## src/rtl/counter_cmd_sequencer.sv

```systemverilog
// rtl/counter_cmd_sequencer.sv - command FIFO + IDLE/LOAD/RUN sequencer driving an up/down counter, with counter reference model.
// Optional SEQ_CHECK_EN adds mismatch / mism_cnt comparison of data_out against exp_value.
module counter_cmd_sequencer #(
   parameter int FIFO_DEPTH = 4
) (
   input  logic       clk,
   input  logic       resetn,
   input  logic       cmd_valid,
   output logic       cmd_ready,
   input  logic [1:0] cmd_op,
   input  logic [7:0] cmd_arg,
   output logic       load,
   output logic       updown,
   output logic [7:0] data_in,
   input  logic [7:0] data_out,
   output logic       busy,
   output logic [7:0] exp_value
`ifdef SEQ_CHECK_EN
   ,
   output logic       mismatch,
   output logic [7:0] mism_cnt
`endif
);

   localparam int PW = (FIFO_DEPTH > 1) ? $clog2(FIFO_DEPTH) : 1;
   localparam logic [PW:0] CNT_ONE  = 1;
   localparam logic [PW:0] CNT_FULL = FIFO_DEPTH;
   localparam logic [PW-1:0] PTR_ONE = 1;

   localparam logic [1:0] OP_LOAD = 2'b00;
   localparam logic [1:0] OP_UP   = 2'b01;
   localparam logic [1:0] OP_DOWN = 2'b10;

   typedef enum logic [1:0] {IDLE, LOAD, RUN} state_t;

   state_t        state;
   state_t        state_nxt;
   logic [9:0]    mem [FIFO_DEPTH];
   logic [PW-1:0] wr_ptr;
   logic [PW-1:0] rd_ptr;
   logic [PW:0]   count;
   logic [PW:0]   count_nxt;
   logic [7:0]    run_cnt;
   logic          push;
   logic          pop;
   logic          empty;
   logic [1:0]    head_op;
   logic [7:0]    head_arg;

   assign push     = cmd_valid && cmd_ready;
   assign empty    = (count == '0);
   assign head_op  = mem[rd_ptr][9:8];
   assign head_arg = mem[rd_ptr][7:0];
   assign load     = (state == LOAD);
   assign busy     = (state != IDLE) || !empty;

   always_ff @(posedge clk) begin
      if (push) begin
         mem[wr_ptr] <= {cmd_op, cmd_arg};
      end
   end

   // A command finishes in IDLE/LOAD every cycle, in RUN on its last counted cycle;
   // the next head is popped at that edge so back-to-back commands have no bubble.
   always_comb begin
      state_nxt = state;
      pop       = 1'b0;
      if ((state != RUN) || (run_cnt == 8'd0)) begin
         if (!empty) begin
            pop = 1'b1;
            case (head_op)
               OP_LOAD:        state_nxt = LOAD;
               OP_UP, OP_DOWN: state_nxt = RUN;
               default:        state_nxt = IDLE;
            endcase
         end else begin
            state_nxt = IDLE;
         end
      end
   end

   always_comb begin
      count_nxt = count;
      if (push && !pop) begin
         count_nxt = count + CNT_ONE;
      end else if (!push && pop) begin
         count_nxt = count - CNT_ONE;
      end
   end

   always_ff @(posedge clk) begin
      if (!resetn) begin
         state     <= IDLE;
         wr_ptr    <= '0;
         rd_ptr    <= '0;
         count     <= '0;
         cmd_ready <= 1'b1;
         updown    <= 1'b1;
         data_in   <= 8'd0;
         run_cnt   <= 8'd0;
         exp_value <= 8'd0;
      end else begin
         state     <= state_nxt;
         count     <= count_nxt;
         cmd_ready <= (count_nxt != CNT_FULL);
         if (push) begin
            wr_ptr <= wr_ptr + PTR_ONE;
         end
         if (pop) begin
            rd_ptr <= rd_ptr + PTR_ONE;
         end
         exp_value <= load ? data_in : (updown ? exp_value + 8'd1 : exp_value - 8'd1);
         if (pop && head_op == OP_LOAD) begin
            data_in <= head_arg;
         end
         // run_cnt holds remaining cycles minus one, so arg=0 wraps to 256 cycles.
         if (pop && (head_op == OP_UP || head_op == OP_DOWN)) begin
            updown  <= (head_op == OP_UP);
            run_cnt <= head_arg - 8'd1;
         end else if (state == RUN) begin
            run_cnt <= run_cnt - 8'd1;
         end
      end
   end

`ifdef SEQ_CHECK_EN
   logic armed;

   assign mismatch = armed && (data_out != exp_value);

   always_ff @(posedge clk) begin
      if (!resetn) begin
         armed    <= 1'b0;
         mism_cnt <= 8'd0;
      end else begin
         if (state == LOAD) begin
            armed <= 1'b1;
         end
         if (mismatch && mism_cnt != 8'hFF) begin
            mism_cnt <= mism_cnt + 8'd1;
         end
      end
   end
`else
   logic unused_data_out;
   assign unused_data_out = ^data_out;
`endif

endmodule

```

## config.mk

```make
export PLATFORM = sky130hd
export DESIGN_NAME = counter_cmd_sequencer
export DESIGN_NICKNAME = d
export VERILOG_FILES = /design/src/rtl/counter_cmd_sequencer.sv
export SDC_FILE = /design/constraint.sdc
export NUM_CORES = 1
export LEC_CHECK = 0
export BUFFER_PORTS_ARGS = -buffer_cell sky130_fd_sc_hd__buf_2
export CAP_MARGIN = 0
export CELL_PAD_IN_SITES_DETAIL_PLACEMENT = 0
export CELL_PAD_IN_SITES_GLOBAL_PLACEMENT = 2
export CORE_UTILIZATION = 39
export DETAILED_ROUTE_END_ITERATION = 12
export PLACE_DENSITY = 0.8
export SLEW_MARGIN = 20
export SYNTH_ARGS = -nofsm -noshare
export SYNTH_HDL_FRONTEND = slang
export SYNTH_SLANG_ARGS = --single-unit
```

## constraint.sdc

```tcl
create_clock -name clk -period 4.4 [get_ports clk]
set_input_delay 0.88 -clock clk [delete_from_list [all_inputs] [get_ports clk]]
set_output_delay 0.88 -clock clk [all_outputs]
set_load 0.01 [all_outputs]
```

After elaboration in Yosys (flattened, before gate mapping):

Memories as Yosys holds them, arrays and structs flattened. A register that Yosys moved wholly into a read port is not among the register bits.
Cells that the tools add are included.

* RAM bits: 40
* output and inout bits: 20
* register bits: 35
* memories: 1
* word-level logic and storage cells: 55
* bits of input ports: 21

* add/sub/neg operators: 8
* muxes and demuxes: 14
* equality and inequality tests: 6
* reductions and logical operators: 17

Memory list
* mem: words 4, width 10, rd ports 1, clocked after Yosys merged registers in 1, wr ports 1, RTL line 38 `logic [9:0] mem [FIFO_DEPTH];`

Operator list (count)
* 8-bit two-way mux: 4
* 8-bit by 1-bit subtractor with 8-bit output (second input constant): 3
* 8-bit by 1-bit adder with 8-bit output (second input constant): 1
* 8-bit zero test: 1
* 2-bit two-way mux: 3
* 3-bit two-way mux: 2
* 1-bit logical AND: 5
* 2-bit by 1-bit adder with 2-bit output (second input constant): 2
* 2-bit by 1-bit == test with 1-bit output (second input constant): 2
* 2-bit == test (second input constant): 2
* 1-bit two-way mux: 4
* 2-bit case mux with 2 select lines: 1
* 2-bit nonzero test: 2
* 3-bit by 1-bit adder with 3-bit output (second input constant): 1
* 1-bit zero test: 3
* 3-bit zero test: 1
* 1-bit logical OR: 3
* 3-bit inequality test (second input constant): 1
* 3-bit by 1-bit subtractor with 3-bit output (second input constant): 1
* 2-bit zero test: 1
* 2-bit inequality test (second input constant): 1
* 2-bit OR reduction: 1

Depth between registers and ports, before layout:

Gate-level depths: netlist of the first run.

* depth after elaboration: 7
* depth in mapped cells: 14
* gate-level depth less buffers: 12

Worst setup path after synthesis of the first run:

Ideal clock, no wire load.

* path kind: register -> register
* start point: reg (tool-made name)
* end point: reg run_cnt[6]
* required time: 4267 ps
* setup slack: 1312 ps
* stages on the path, launching flop included: 15
* buffers on the path: 2
* setup time: 133 ps
* arrival: 2955 ps
* clock period less this slack: 3088 ps
* path through: dfxtp_1 > buf_6 > mux4_1 > inv_1 > ha_1 > nand2_1 > nor2_1 > clkbuf_1 > mux2i_1 > ha_1 > nand3b_1 > nor4_1 > xor2_1 > o21ai_0 > a21oi_1

RTL lines
* to (signal assigned): RTL line 119 `run_cnt <= head_arg - 8'd1;`
* to (signal assigned): RTL line 121 `run_cnt <= run_cnt - 8'd1;`
* to (decl): RTL line 43 `logic [7:0] run_cnt;`

==> summary.md, run 1 <==
| Metric | Value |
|---|---|
| Distinct cells, synth | 46 |
| Syn Std Cell Area | between 3000 and 4000 µm² |
| Number of synthesized register bits | between 70 and 80 |
| Ys Warns | 0 |
| H-tree Lvls | 3 |
| Remaining DRCs | 0 |
| Hold Crit Class | reg -> reg |
| Core area | between 8000 and 9000 µm² |
| Kind of critical path | reg -> reg |
| RR Endpoint | run_cnt[5]$_SDFFE_PN0P_ |
| Cell area power density | approximately 670 nW/µm² |
| Hold EP | data_in[2]$_SDFFE_PN0P_ |
| Critical path, cell by cell | mux4_1 -> inv_1 -> ha_1 -> nand2_1 -> or4_1 -> a221oi_1 -> mux2i_1 -> nand3_1 |
| Nets | around 380 |
| NetSw | about 1.1 mW |
| Outcome | completed |
| Setup Viol. Count Final | 0 |
| P_int | 1.679 mW |
| Area growth, synth to finish | 12.80% |
| Register area | between 1500 and 2000 µm² |
| Peak supply drop | around 0.00028 V |
| RD Place Congestion | just under 0.8 |
| DP Worst Slack | about 0.97 ns |
| Total Die Area | around 9700 µm² |
| Max Freq | roughly 290 MHz |
| Crit path arrival time | approximately 3.7 ns |
| Final Core Density | between 40% and 50% |
| Post-Route Setup TNS | 0 ns |
| HP Start | data_in[2]$_SDFFE_PN0P_ |
| DRT Pass-1 Iters | 4 |
| Vias in the first global route | roughly 2.3k |
| Final WL | 6853 µm |
| Initial antenna violation count | 0 |
| Area of the multi-input gates | between 1500 and 2000 µm² |
| Largest cells by area after synthesis | edfxtp_1, dfxtp_1, ha_1 |
| Logic pwr share | a little over two fifths |
| Global-route wire length before repair | 11,340 µm |
| Seq/Total Area, Yosys | 53.39% |
| Post-DP HPWL | about 4800 µm |
| Max cap viols | 0 |
| GRT Overall Usage | 15.26% |
| Worst hold stages | 2 |
| Post-synth top area share | 33.02% |
| Worst setup SP type | register |
| Pleak | between 1.5 and 2 nW |
| Cts bufs inserted | 9 |
| Main synth FF type | edfxtp_1 |
| Reg2reg path depth | 8 |
| Syn nets | between 300 and 400 |
| Required @ worst endpoint | between 4 and 5 ns |
| PortBufs | 32 |
| Actual slew at the worst max-slew pin | between 0.6 and 0.7 ns |
| Clk slew on worst S/H paths | around 0.10 ns |
| CP max stage delay | approximately 0.70 ns |
| Period utilization | a little under 80% |
| Clock Skews | about 0.016 ns |
| Setup slack, reg-to-reg | 0.99 ns |
| Total grt overflow | 0 |
| Initial Utilization | 40.91% |
| Post-CTS setup buffer count | 0 |
| Ant diodes | 0 |
| Clock Power Share | between 20% and 30% |
| DIE WIDTH | between 90 and 100 µm |
| Gate Count Post-Synth | a little over 300 |
| Final Hold Fails | 0 |
| Initial DRC count | 117 |
| Slew Limit Fails | 0 |
| Via-to-Cell Ratio | between 5 and 6 |
| Fin crit period | around 3.4 ns |
| Cts hold-fix bufs | 0 |
| CTS tree | done |
| Clock Latency Late Sink | between 0.3 and 0.4 ns |
| Post-route ant nets | 0 |
| Clk buf depth | 2 |
| Avg Cell Area, Syn | 11.77 µm² |
| RSZ-0062 raised after global routing | false |
| Hold Slack | a little under 0.5 ns |
| Slowest library cell on the worst path | dfxtp_1 |
| IO Count | about 40 |
| Wire length per cell | around 15 µm |
| CTS Sinks | 77 |
| Worst Slack Setup Final | slightly below 1 ns |
| Crit Path Max Fanout | 10 |
| DR vias | ~2.4k |
| Cell taking the most area after synthesis | edfxtp_1 |
| Root buffer cell | clkbuf_8 |
| Ys async rst share | 0% |
| Largest net degree at the start of global routing | 44 |
| Cts repair resizes | 0 |
| Die height | 98.57 µm |
| Post-synth EDFFs | 40 |
| Share of cells above drive strength 1 | about 17% |
| Synth top cells by count | edfxtp_1, dfxtp_1, nand2_1, nand3_1, ha_1 |
| Crit. End Element | register |
| # fillers | 830 |
| Rel. slew slack | 55.17% |
| Power share of the sequential group | 37.3% |
| Std cell rows | 34 |
| Most frequent cell after synthesis | edfxtp_1 |
| Switching Share | 38.89% |
==> power by group through the flow <==
stage | combinational, mW | clock, mW | sequential (mW)
3_3_place_gp | 1.15 | 0 | 1.04
2_1_floorplan | 0.876 | 0 | 1.02
4_1_cts | 1.16 | 0.584 | 1.03
5_1_grt | 1.31 | 0.616 | 1.05
6_report | 1.15 | 0.575 | 1.03
3_5_place_dp | 1.15 | 0 | 1.05
==> worst max path at each step <==
stage,depth (start not counted),endpoint,start,slack [ns]
global route,12,run_cnt[6]$_SDFFE_PN0P_,register,0.64
global placement,8,run_cnt[5]$_SDFFE_PN0P_,register,0.96
floorplan,14,run_cnt[6]$_SDFFE_PN0P_,register,1.31
CTS,8,run_cnt[5]$_SDFFE_PN0P_,register,0.96
finish,8,run_cnt[5]$_SDFFE_PN0P_,register,0.99
detailed placement,8,run_cnt[5]$_SDFFE_PN0P_,register,0.97
==> stage by stage <==
step                cell area [µm²]  power, mW  cells
CTS                            4103      2.774    455
global route                   4103      2.972    455
floorplan                      3637      1.899    309
global placement               3891      2.189    439
finish                         4103      2.747    455
detailed placement             3891      2.195    439
==> cell families after synthesis <==
| group | count (synthesis) | share of synthesized area (%) |
|---|---|---|
| compound gates | 63 | 11.80 |
| xor+xnor | 15 | 3.612 |
| simple gates | 98 | 13.90 |
| flops | 77 | 53.39 |
| fa+ha+maj | 18 | 6.398 |
| buf+inv | 23 | 2.580 |
| mux | 15 | 8.325 |
==> layer usage <==
| layer | share of wire [%] | track usage (%) | vias to the layer above |
|---|---|---|---|
| li1 | - | - | 1209 |
| met5 | 0 | 0 | - |
| met2 | 47 | 24.54 | 41 |
| met4 | 1.4 | 5.855 | 0 |
| met1 | 49 | 20.53 | 1130 |
| met3 | 2.8 | 2.908 | 8 |
==> cell usage in the layout, fill, tap and decap left out, drive strengths merged, types with 2 or more instances in the layout <==
master and instances:
edfxtp 40, dfxtp 37, buf 33, nand2 31, nand3 22, ha 17, inv 17, o21ai 16
a21boi 13, a21oi 12, mux4 10, xnor2 9, clkbuf 9, and3 8, nor2 7, and2 7
xor2 6, a21o 6, nand2b 5, mux2i 4, or3 4, nor4 3, nand3b 3, or4 3
nor3b 3, a31oi 2, o21bai 2, o211a 2, a221oi 2, o211ai 2
==> layout make-up <==
class / instances / area share (%)
multi-input combinational: 209 / 39.04
clock buffer: 9 / 3.019
sequential: 77 / 47.33
inverter: 12 / 1.098
clock inverter: 7 / 2.135
timing repair buffer: 33 / 4.087
tap: 108 / 3.294
==> registers in the layout (all words and copies together) (netlist names), named ones only <==
signal	count
mem	40
data_in	8
exp_value	8
run_cnt	8
count	3
rd_ptr	2
state	2
wr_ptr	2
cmd_ready	1
updown	1
==> critical path: cells and delay by family (launching register included) <==
family	cells	cell delay [ns]
mux	2	0.93
simple gates	3	0.86
flops	1	0.70
compound gates	1	0.54
fa+ha+maj	1	0.17
buf+inv	1	0.11
No activity file was read; power rests on OpenSTA's default activity.
==> inputs of run 2 (changes only) <==
- CORE_UTILIZATION: 39 -> 35
- PLACE_DENSITY: 0.8 -> 0.76
- clock period: 4.4 -> 3 ns (I/O delays scaled with it)
==> summary.md, run 2 (synthesis results as in run 1) <==
| Metric | Value |
|---|---|
| Max cap viols | 0 |
| Peak supply drop | roughly 0.00036 V |
| RSZ-0062 raised after global routing | false |
| Total Die Area | 10,800 µm² |
| Rel. slew slack | 52.08% |
| Post-Route Setup TNS | 0 ns |
| Fin crit period | roughly 2.8 ns |
| IO Count | 41 |
| Post-DP HPWL | around 5100 µm |
| Final Core Density | between 40% and 50% |
| Largest net degree at the start of global routing | 25 |
| Nets | roughly 400 |
| CTS Sinks | a little under 80 |
| Placed Instance Area | 4005 µm² |
| Final WL | between 7000 and 8000 µm |
| Total power | 4.211 mW |
| Outcome | completed |
| Global-route wire length before repair | 11,440 µm |
| Logic pwr share | 44.8% |
| P_int | around 2.6 mW |
| NetSw | 1.624 mW |
| Placed Cells | ~480 |
| DR vias | ~2.4k |
| Crit path arrival time | slightly above 3 ns |
| Cts bufs inserted | 9 |
| Root buffer cell | clkbuf_8 |
| Worst setup SP type | register |
| Kind of critical path | reg -> reg |
| Cts hold-fix bufs | 0 |
| Setup Viol. Count Final | 0 |
| Remaining DRCs | 0 |
| Cell area power density | between 900 and 1000 nW/µm² |
| Vias in the first global route | about 2.2k |
| Final Hold Fails | 0 |
| Crit. End Element | register |
| Max reg flops | 40 |
| Die height | 103.9 µm |
| Initial Utilization | ~37% |
| Actual slew at the worst max-slew pin | 0.7007 ns |
| H-tree Lvls | 3 |
| Clock Latency Late Sink | about 0.36 ns |
| Initial antenna violation count | 0 |
| Clock Power Share | roughly a fifth |
| Post-route ant nets | 0 |
| DIE WIDTH | between 100 and 150 µm |
| Core area | just under 10,000 µm² |
| Slew Limit Fails | 0 |
| Switching Share | between 30% and 40% |
| DRT Pass-1 Iters | 4 |
| GRT Overall Usage | approximately 14% |
| Required @ worst endpoint | approximately 3.3 ns |
| Period utilization | 92.76% |
| Clk slew on worst S/H paths | about 0.1 ns |
| Pleak | roughly 1.7 nW |
| Biggest register | mem |
| Commonest non-fill, non-tap cell in the layout | edfxtp_1 |
| Design Area, Final | approximately 4200 µm² |
| Wire length per cell | 14.41 µm |
| Share of cells above drive strength 1 | between 20% and 30% |
| Via-to-Cell Ratio | 4.876 |
| Crit Path Max Fanout | 5 |
| Power share of the sequential group | between 30% and 40% |
| RD Place Congestion | 0.7721 |
| Hold Crit Class | in -> reg |
| Commonest non-fill, non-tap cells in the layout | edfxtp_1, dfxtp_1, buf_2, nand2_1, nand3_1 |
| Clk buf depth | 2 |
| Post-CTS setup buffer count | 0 |
| Ant diodes | 0 |
| Fin cells | approximately 500 |
| Max Freq | between 300 and 400 MHz |
| PortBufs | 32 |
| Area growth, synth to finish | 16.75% |
| Clock Skews | 0.01790 ns |
| Total grt overflow | 0 |
| Initial DRC count | approximately 120 |
| CTS tree | done |
| Std cell rows | 36 |
==> run 2: cell types whose count changed in the layout (fill, tap and decap cells not counted), sizes merged <==
cell      previous run  this run
buf                 33        44
inv                 17        16
clkinvlp             0         1
==> run 2: path summary, 6_finish.rpt <==
check	from	end	slack (ns)	cells after the start
setup / recovery	register	run_cnt[6]$_SDFFE_PN0P_	0.22	12
hold / removal	cmd_arg[3]	mem[3][3]$_DFFE_PP_	0.44	1
setup reg to reg	register	run_cnt[6]$_SDFFE_PN0P_	0.22	12
hold reg to reg	data_in[0]$_SDFFE_PN0P_	data_in[0]$_SDFFE_PN0P_	0.49	2
==> run 2: critical path: stages, from the launching register on <==
cell and delay (ns):
dfxtp_4 0.37, mux4_1 0.56, inv_2 0.09, ha_1 0.26, and2_4 0.17, a31o_4 0.26
inv_1 0.06, ha_2 0.19, nand3b_1 0.14, nor4_2 0.26, xor2_1 0.16, o21ai_0 0.09
a21oi_1 0.12
==> run 2: metrics by stage <==
| stage | hold slack (ns) | worst slack [ns] |
|---|---|---|
| finish | 0.4418 | 0.2173 |
| detailed placement | 0.4769 | 0.09267 |
| global placement | 0.4801 | 0.09594 |
| global route | 0.4287 | 0.007082 |
| CTS | 0.4300 | 0.06779 |
| floorplan | 0.4765 | 0.003419 |
==> run 2: metal layers <==
| layer | vias up | share of wire [%] | track usage (%) |
|---|---|---|---|
| li1 | 1238 | - | - |
| met1 | 1112 | 49 | 18.11 |
| met2 | 35 | 46 | 22.10 |
| met3 | 9 | 2.9 | 3.008 |
| met4 | 0 | 1.6 | 5.816 |
| met5 | - | 0 | 0 |
==> run 2: power by group through the flow <==
| stage | logic (mW) | registers, mW | clock network (mW) |
|---|---|---|---|
| floorplan | 1.29 | 1.50 | 0 |
| global placement | 1.83 | 1.49 | 0 |
| detailed placement | 1.84 | 1.50 | 0 |
| CTS | 1.85 | 1.48 | 0.866 |
| global route | 2.10 | 1.51 | 0.909 |
| finish | 1.89 | 1.48 | 0.843 |
==> run 2: cell type report <==
| class | instances | area [µm²] |
|---|---|---|
| clock buffers | 9 | 123.9 |
| repair buffers | 44 | 250.2 |
| fillers | 971 | 5663 |
| multi-input cells | 209 | 1627 |
| inverters | 12 | 45.04 |
| flip-flops and latches | 77 | 1946 |
| well taps | 133 | 166.4 |
| clock inverters | 7 | 88.84 |
==> run 2: repair_timing <==
| action | in CTS | in global routing |
|---|---|---|
| setup endpoints to repair | 0 | 5 |
| gates resized for setup | 0 | 11 |
| endpoints found under the hold margin | 0 | 0 |
==> inputs of run 3 (changes only) <==
- CORE_MARGIN: unset -> 2
- CORE_UTILIZATION: 35 -> 39
- PLACE_DENSITY: 0.76 -> 0.8
- clock period: 3 -> 3.1 ns (I/O delays scaled with it)
==> summary.md, run 3 (synthesis results as in run 1) <==
| Metric | Value |
|---|---|
| PortBufs | 32 |
| H-tree Lvls | 3 |
| Fin crit period | ~2.8 ns |
| P_int | about 2.4 mW |
| HP Start | cmd_arg[3] |
| Crit Path Max Fanout | 8 |
| IO Count | 41 |
| Required @ worst endpoint | between 3 and 4 ns |
| Largest net degree at the start of global routing | 28 |
| Switching Share | 39.41% |
| Area growth, synth to finish | 14.45% |
| Remaining DRCs | 0 |
| Crit path arrival time | between 3 and 4 ns |
| Max reg flops | 40 |
| Initial antenna violation count | 0 |
| Crit. End Element | register |
| Final Hold Fails | 0 |
| Hold EP | mem[1][3]$_DFFE_PP_ |
| Max Freq | 355.2 MHz |
| NetSw | 1.551 mW |
| Hold Crit Class | in -> reg |
| Slew Limit Fails | 0 |
| Wire length per cell | roughly 15 µm |
| # fillers | 840 |
| Kind of critical path | reg -> reg |
| Setup Viol. Count Final | 0 |
| Max cap viols | 0 |
| Logic pwr share | 45.5% |
| DRT Pass-1 Iters | 4 |
| Final WL | between 7000 and 8000 µm |
| DR vias | around 2.4k |
| Clk buf depth | 2 |
| Post-route ant nets | 0 |
| Nets | 389 |
| Peak supply drop | slightly below 0.0004 V |
| Hold Slack | 0.4772 ns |
| Ant diodes | 0 |
| Outcome | completed |
| Cell area power density | 945.5 nW/µm² |
| Initial DRC count | 95 |
| Cts hold-fix bufs | 0 |
| Cts repair resizes | 0 |
| Vias in the first global route | 2,340 |
| Root buffer cell | clkbuf_8 |
| Worst setup SP type | register |
| Commonest non-fill, non-tap cell in the layout | edfxtp_1 |
| Die height | a little over 100 µm |
| CTS tree | done |
| Rel. slew slack | between 50% and 60% |
| RR Endpoint | run_cnt[5]$_SDFFE_PN0P_ |
| Clock Latency Late Sink | 0.36 ns |
| Setup slack, reg-to-reg | approximately 0.28 ns |
| Family with the most delay on the worst path | simple AND/OR/NAND/NOR gates |
| Post-Route Setup TNS | 0 ns |
| RSZ-0062 raised after global routing | false |
| Initial Utilization | roughly two fifths |
| Biggest register | mem |
| CTS Sinks | 77 |
| Commonest non-fill, non-tap cells in the layout | edfxtp_1, dfxtp_1, buf_2, nand2_1, nand3_1 |
| Total Die Area | 10,110 µm² |
| Std cell rows | 35 |
| Post-DP HPWL | between 5000 and 6000 µm |
| CP max stage delay | just over 0.6 ns |
| Actual slew at the worst max-slew pin | about 0.59 ns |
| GRT Overall Usage | between 15 and 20% |
| Clk slew on worst S/H paths | about 0.090 ns |
| Total grt overflow | 0 |
| Pleak | roughly 1.6 nW |
| Share of cells above drive strength 1 | between 20% and 30% |
| Period utilization | a little over 90% |
| RD Place Congestion | 0.7802 |
| Post-CTS setup buffer count | 0 |
| Total power | 3.936 mW |
| Global-route wire length before repair | approximately 12,000 µm |
| Power share of the sequential group | a little over a third |
| Reg2reg path depth | 9 |
| Critical path, cell by cell | mux4_1 -> inv_1 -> ha_1 -> nand2_2 -> or4_1 -> a221oi_1 -> buf_4 -> mux2i_1 -> nand3_1 |
| Via-to-Cell Ratio | roughly 5.2 |
| Clock Power Share | 18.1% |
| Slowest library cell on the worst path | or4_1 |
| DIE WIDTH | around 100 µm |
| Cts bufs inserted | 9 |
| Core area | around 9200 µm² |
| Clock Skews | 0.01253 ns |
| Worst hold stages | 1 |
| Bufs and invs on worst path | 2 |
-- run 3: cell count changes in the layout (fill, tap and decap cells not counted), sizes merged --
cell      delta
buf          -3
bufinv       -1
clkinv       +2
clkinvlp     +1
inv          -2
-- run 3: metal layers --
metal / global-route usage, % / vias up / wire, µm
li1: - / 1225 / -
met1: 20.32 / 1154 / 3507
met2: 25.19 / 40 / 3306
met3: 3.329 / 10 / 264
met4: 6.322 / 0 / 118
met5: 0 / - / 0
-- run 3: area by class of cell --
class	count	area [µm²]	area share [%]
multi-input cells	209	1623	38.98
repair buffers	41	227.7	5.470
clock inverters	7	58.81	1.413
clock buffers	9	123.9	2.976
inverters	12	45.04	1.082
flip-flops and latches	77	1946	46.74
well taps	111	138.9	3.336
-- run 3: worst max-delay path by stage --
stage	from	end	slack (ns)	depth (start not counted)
floorplan	register	run_cnt[6]$_SDFFE_PN0P_	0.01	14
global placement	register	run_cnt[5]$_SDFFE_PN0P_	0.12	9
detailed placement	register	run_cnt[6]$_SDFFE_PN0P_	0.15	12
CTS	register	run_cnt[6]$_SDFFE_PN0P_	0.11	12
global route	register	run_cnt[6]$_SDFFE_PN0P_	0.05	12
finish	register	run_cnt[5]$_SDFFE_PN0P_	0.28	9
-- run 3: power by group through the flow --
stage | sequential, mW | combinational [mW] | clock [mW]
2_1_floorplan | 1.45 | 1.24 | 0
3_3_place_gp | 1.45 | 1.74 | 0
3_5_place_dp | 1.46 | 1.74 | 0
4_1_cts | 1.43 | 1.76 | 0.732
5_1_grt | 1.47 | 2.01 | 0.785
6_report | 1.44 | 1.79 | 0.711
-- run 3: metrics by stage --
stage | worst slack, ns | utilization (%) | cell area (µm²) | cells
CTS | 0.1122 | 45.21 | 4138 | 466
finish | 0.2850 | 45.48 | 4163 | 466
detailed placement | 0.1479 | 43.21 | 3955 | 450
global placement | 0.1199 | 43.21 | 3955 | 450
global route | 0.04868 | 45.48 | 4163 | 466
floorplan | 0.01237 | - | 3637 | 309
